==> config.mk <==
export PLATFORM = sky130hd
export DESIGN_NAME = bus_arbiter
export DESIGN_NICKNAME = d
export VERILOG_FILES = /design/src/rtl/bus_arbiter.sv
export SDC_FILE = /design/constraint.sdc
export NUM_CORES = 1
export LEC_CHECK = 0
export BUFFER_PORTS_ARGS = -buffer_cell sky130_fd_sc_hd__buf_2
export CAP_MARGIN = 15
export CORE_UTILIZATION = 55
export DETAILED_ROUTE_END_ITERATION = 8
export GPL_TIMING_DRIVEN = 0
export PLACE_DENSITY = 0.82
export SLEW_MARGIN = 40
export SYNTH_ARGS = -nofsm -noshare
export SYNTH_HDL_FRONTEND = slang
export SYNTH_SLANG_ARGS = --single-unit
==> constraint.sdc <==
create_clock -name clk -period 18.1 [get_ports clk]
set_input_delay 3.62 -clock clk [delete_from_list [all_inputs] [get_ports clk]]
set_output_delay 3.62 -clock clk [all_outputs]
set_load 0.005 [all_outputs]
==> src/rtl/bus_arbiter.sv <==
// bus_arbiter: round-robin owner of the 32-source CPU bus, with a GAP cycle between owners and a MAX_HOLD cap.
// Ports: clk, reset_n (async low), req[31:0] in; gnt[31:0] one-hot, sel[4:0] mux select, busy, timeout pulse out.
module bus_arbiter #(
  parameter int MAX_HOLD = 16
) (
  input  logic        clk,
  input  logic        reset_n,
  input  logic [31:0] req,
  output logic [31:0] gnt,
  output logic [4:0]  sel,
  output logic        busy,
  output logic        timeout
);

  localparam logic [4:0] HOLD_MAX = 5'(MAX_HOLD);

  typedef enum logic [1:0] {
    IDLE,
    GRANT,
    GAP
  } state_t;

  state_t      state, state_nxt;
  logic [4:0]  ptr, ptr_nxt;
  logic [4:0]  owner, owner_nxt;
  logic [4:0]  hold_cnt, hold_nxt;
  logic [31:0] gnt_nxt;
  logic [4:0]  sel_nxt;
  logic        busy_nxt;
  logic        timeout_nxt;

  logic        found;
  logic [4:0]  win;
  logic [4:0]  idx;

  // first requester at or after ptr, wrapping mod 32
  always_comb begin
    found = 1'b0;
    win   = '0;
    idx   = '0;
    for (int i = 0; i < 32; i++) begin
      idx = ptr + 5'(i);
      if (!found && req[idx]) begin
        found = 1'b1;
        win   = idx;
      end
    end
  end

  always_comb begin
    state_nxt   = state;
    ptr_nxt     = ptr;
    owner_nxt   = owner;
    hold_nxt    = hold_cnt;
    gnt_nxt     = gnt;
    sel_nxt     = sel;
    busy_nxt    = busy;
    timeout_nxt = 1'b0;
    unique case (state)
      GRANT: begin
        if (req[owner] && hold_cnt < HOLD_MAX) begin
          hold_nxt = hold_cnt + 5'd1;
        end else begin
          // still requesting here means the hold cap ended it
          state_nxt   = GAP;
          gnt_nxt     = '0;
          busy_nxt    = 1'b0;
          ptr_nxt     = owner + 5'd1;
          timeout_nxt = req[owner];
        end
      end
      IDLE, GAP: begin
        if (found) begin
          state_nxt = GRANT;
          owner_nxt = win;
          gnt_nxt   = 32'd1 << win;
          sel_nxt   = win;
          busy_nxt  = 1'b1;
          hold_nxt  = 5'd1;
        end else begin
          state_nxt = IDLE;
        end
      end
      default: begin
        state_nxt = IDLE;
        gnt_nxt   = '0;
        busy_nxt  = 1'b0;
      end
    endcase
  end

  always_ff @(posedge clk or negedge reset_n) begin
    if (!reset_n) begin
      state    <= IDLE;
      ptr      <= '0;
      owner    <= '0;
      hold_cnt <= '0;
      gnt      <= '0;
      sel      <= '0;
      busy     <= 1'b0;
      timeout  <= 1'b0;
    end else begin
      state    <= state_nxt;
      ptr      <= ptr_nxt;
      owner    <= owner_nxt;
      hold_cnt <= hold_nxt;
      gnt      <= gnt_nxt;
      sel      <= sel_nxt;
      busy     <= busy_nxt;
      timeout  <= timeout_nxt;
    end
  end

endmodule

==> key figures <==
Synthesis
  • YS warnings: 0
  • Sequential area share after synthesis: 13.55%
  • Synth area leader: mux4_2
  • Area contributors post-synth: mux4_2 22%, dfrtp_1 14%, mux2i_1 9.8%
  • Most numerous cell in the Yosys netlist: mux4_2
  • Yosys top cell area share: ~22%
  • Yosys reg bits: 51
  • Post-Syn Area: 9415 µm²
  • Post-synth top cells: 94 x mux4_2, 92 x mux2i_1, 87 x nand2_1
  • Syn_area_per_cell: 9.530 µm²
  • Post-synth EDFFs: 0
  • Ys flop type: dfrtp_1
  • Synthesized Nets: 1037
  • Yosys cell types: 90
  • Post-Synthesis Cells: slightly below 1000
  • FFs w/ async S/R, synth: 100.0%

STA
  • F_max: between 100 and 150 MHz
  • Slew margin rel.: about 39%
  • Final setup viols: 0
  • Hold Violations, Final: 0
  • Fin. max-slew vios: 0
  • Slew @ Worst Pin: 896.1 ps
  • Ratio of final minimum period to clock period: 50.28%
  • RSZ-0062 raised after global routing: no
  • Setup_tns: 0 ps
  • Fin crit period: 9100 ps
  • Setup Skew: 3.503 ps

Worst setup path
  • CP Capture Type: register
  • CP peak stage delay: 730 ps
  • Worst-path cell chain: buf_2 > mux4_1 > and4_1 > o41ai_4 > o221ai_2 > a211o_4 > or3_1 > buf_2 > nor3_1 > a21boi_1 > a221oi_1 > o21ai_1 > a22oi_1 > nor3_2 > a22o_1
  • Delay-heaviest family, CP: compound AO/OA/AOI/OAI gates
  • Crit path max fanout: 10
  • Worst setup SP type: primary input
  • Worst path arrival time: between 9000 and 10000 ps
  • Crit-path slowest cell: nor3_1
  • Crit path buf inv count: 2
  • WS Path Type: primary input to register
  • Worst EP required: 18280 ps
  • CP dominant cell by count: buf_2

Placed design
  • Port bufs: 72
  • DP HPWL: slightly below 30 mm
  • Final RePlAce weighted congestion: 1.035

Routing
  • Routed len/inst: 29.77 µm
  • Vias per inst: between 7 and 8
  • DR pass1 iterations: 6
  • ANT nets after route: 0
  • Remaining DRCs: 0
  • Via count: between 10000 and 15000
  • DR iter-0 viols: 1706
  • Routed Wire Length: 38.34 mm

Floorplanning
  • Die height: 132.8 µm
  • Num rows: 47
  • Initial core utilization: a little under three fifths
  • Die Wd: about 130 µm
  • Total I/O pin count: 73
  • Die Area: between 15000 and 20000 µm²
  • Area of the core: 16640 µm²

Global routing
  • GRT Total Usage: between 40% and 50%
  • Number of global-route vias before repair: 9603
  • Largest net degree at the start of global routing: 52
  • Antenna violations before repair: 1
  • Overflow after GRT: 0
  • First-pass GRT wire length: between 50 and 60 mm

Cells and area
  • Fraction of layout cells with a size suffix above 1: 27.43%
  • Area Overhead vs Synth: 9.222%
  • Layout Nets: 1116
  • Ant diodes: 0

CTS
  • Post-CTS Resized: 0
  • CTS Hold Bufs: 0
  • Postcts setup bufs: 0
  • Total CTS buffers: 5
  • Clock Tree Buf Depth: 2
  • Clk sinks: 51
  • H-tree depth: 2
  • Clock transition at path regs: 60 ps
  • Clk Latency, worst-skew pair: roughly 290 ps
  • TritonCTS clock tree: yes
  • Root buffer selected by CTS: clkbuf_16

Flow run
  • MaxCap Viol Count: 0

Status
  • Status: complete, no violations

Hold path
  • Hold Crit Class: register to register
[placed cells by master (no fill, tap or decap), types with 9 or more instances in the layout]
cell and count:
clkbuf_1 25, o31ai_1 9, nand2_1 87, a211oi_1 12, xor2_1 9, nor2_1 62, o21ai_1 14, a22o_1 26
nor2b_1 12, dfrtp_1 51, xnor2_1 18, ha_1 15, nor3_1 10, mux4_2 94, o22ai_1 12, nand3_1 29
o21ai_0 42, a31oi_1 15, and2_1 9, mux2i_1 91, inv_1 24, buf_6 12, mux2_2 43, a21oi_1 46
nand4_1 12, buf_2 86
[metrics by stage]
step | utilization [%] | setup WS (ps) | std cells | cell area (µm²) | hold slack [ps]
floorplan | - | 10560 | 988 | 9415 | 474.1
global placement | 60.39 | 8987 | 1280 | 10050 | 456.9
detailed placement | 60.94 | 9032 | 1280 | 10140 | 464.6
CTS | 61.78 | 9301 | 1288 | 10280 | 479.2
global route | 61.79 | 8966 | 1288 | 10280 | 489.7
finish | 61.79 | 9000 | 1288 | 10280 | 476.8
[state kept, by name, indices dropped and copies added, names as in the netlist]
signal / cells
busy: 1
gnt: 32
hold_cnt: 5
owner: 5
ptr: 5
state: 2
timeout: 1
[path summary, 6_finish.rpt]
kind / start / end / slack, ps / cells after the start
max in group asynchronous: reset_n / hold_cnt[0]$_DFFE_PN0P_ / 14320 / 1
hold reg to reg: busy$_DFFE_PN0P_ / busy$_DFFE_PN0P_ / 480 / 1
setup / recovery: req[7] / gnt[12]$_DFFE_PN0P_ / 9000 / 15
setup reg to reg: ptr[1]$_DFFE_PN0P_ / gnt[12]$_DFFE_PN0P_ / 10110 / 22
min in group asynchronous: reset_n / gnt[18]$_DFFE_PN0P_ / 3340 / 1
hold / removal: busy$_DFFE_PN0P_ / busy$_DFFE_PN0P_ / 480 / 1
[cell type report]
type	instances	area [µm²]
Buffer	63	362.8
Sequential cell	51	1276
Fill cell	1393	6359
Inverter	25	96.34
Multi-Input combinational cell	849	7769
Timing Repair Buffer	72	362.8
Clock inverter	2	12.51
Clock buffer	6	128.9
Tap cell	220	275.3
[kinds of logic (layout without fill, tap and decap cells)]
group / after synthesis / in the layout / synth area share [%]
flops: 51 / 51 / 13.55
mux: 241 / 241 / 40.20
buf+inv: 88 / 168 / 4.837
simple gates: 290 / 290 / 15.92
compound gates: 265 / 265 / 19.80
fa+ha+maj: 15 / 15 / 1.993
xor+xnor: 38 / 38 / 3.694
[per-layer routing]
layer	global-route usage [%]	vias to the layer above	routed length [µm]
li1	-	4124	-
met1	57.19	4800	13670
met2	64.22	960	16040
met3	13.26	260	5552
met4	24.52	2	3068
met5	0	-	12
[worst register-to-register path, delay by kind of cell, from the launching register on]
kind                     cells  cell delay, ps
AND/OR/NAND/NOR              4            1840
multiplexers                 4            1620
adder cells (fa/ha/maj)      1             420
flip-flops                   1             520
AO/OA/AOI/OAI                5            1450
buffers and inverters        8            2010
Power is not shown: default switching activity piles up to over one toggle a cycle in this logic, so the estimate is an artifact.
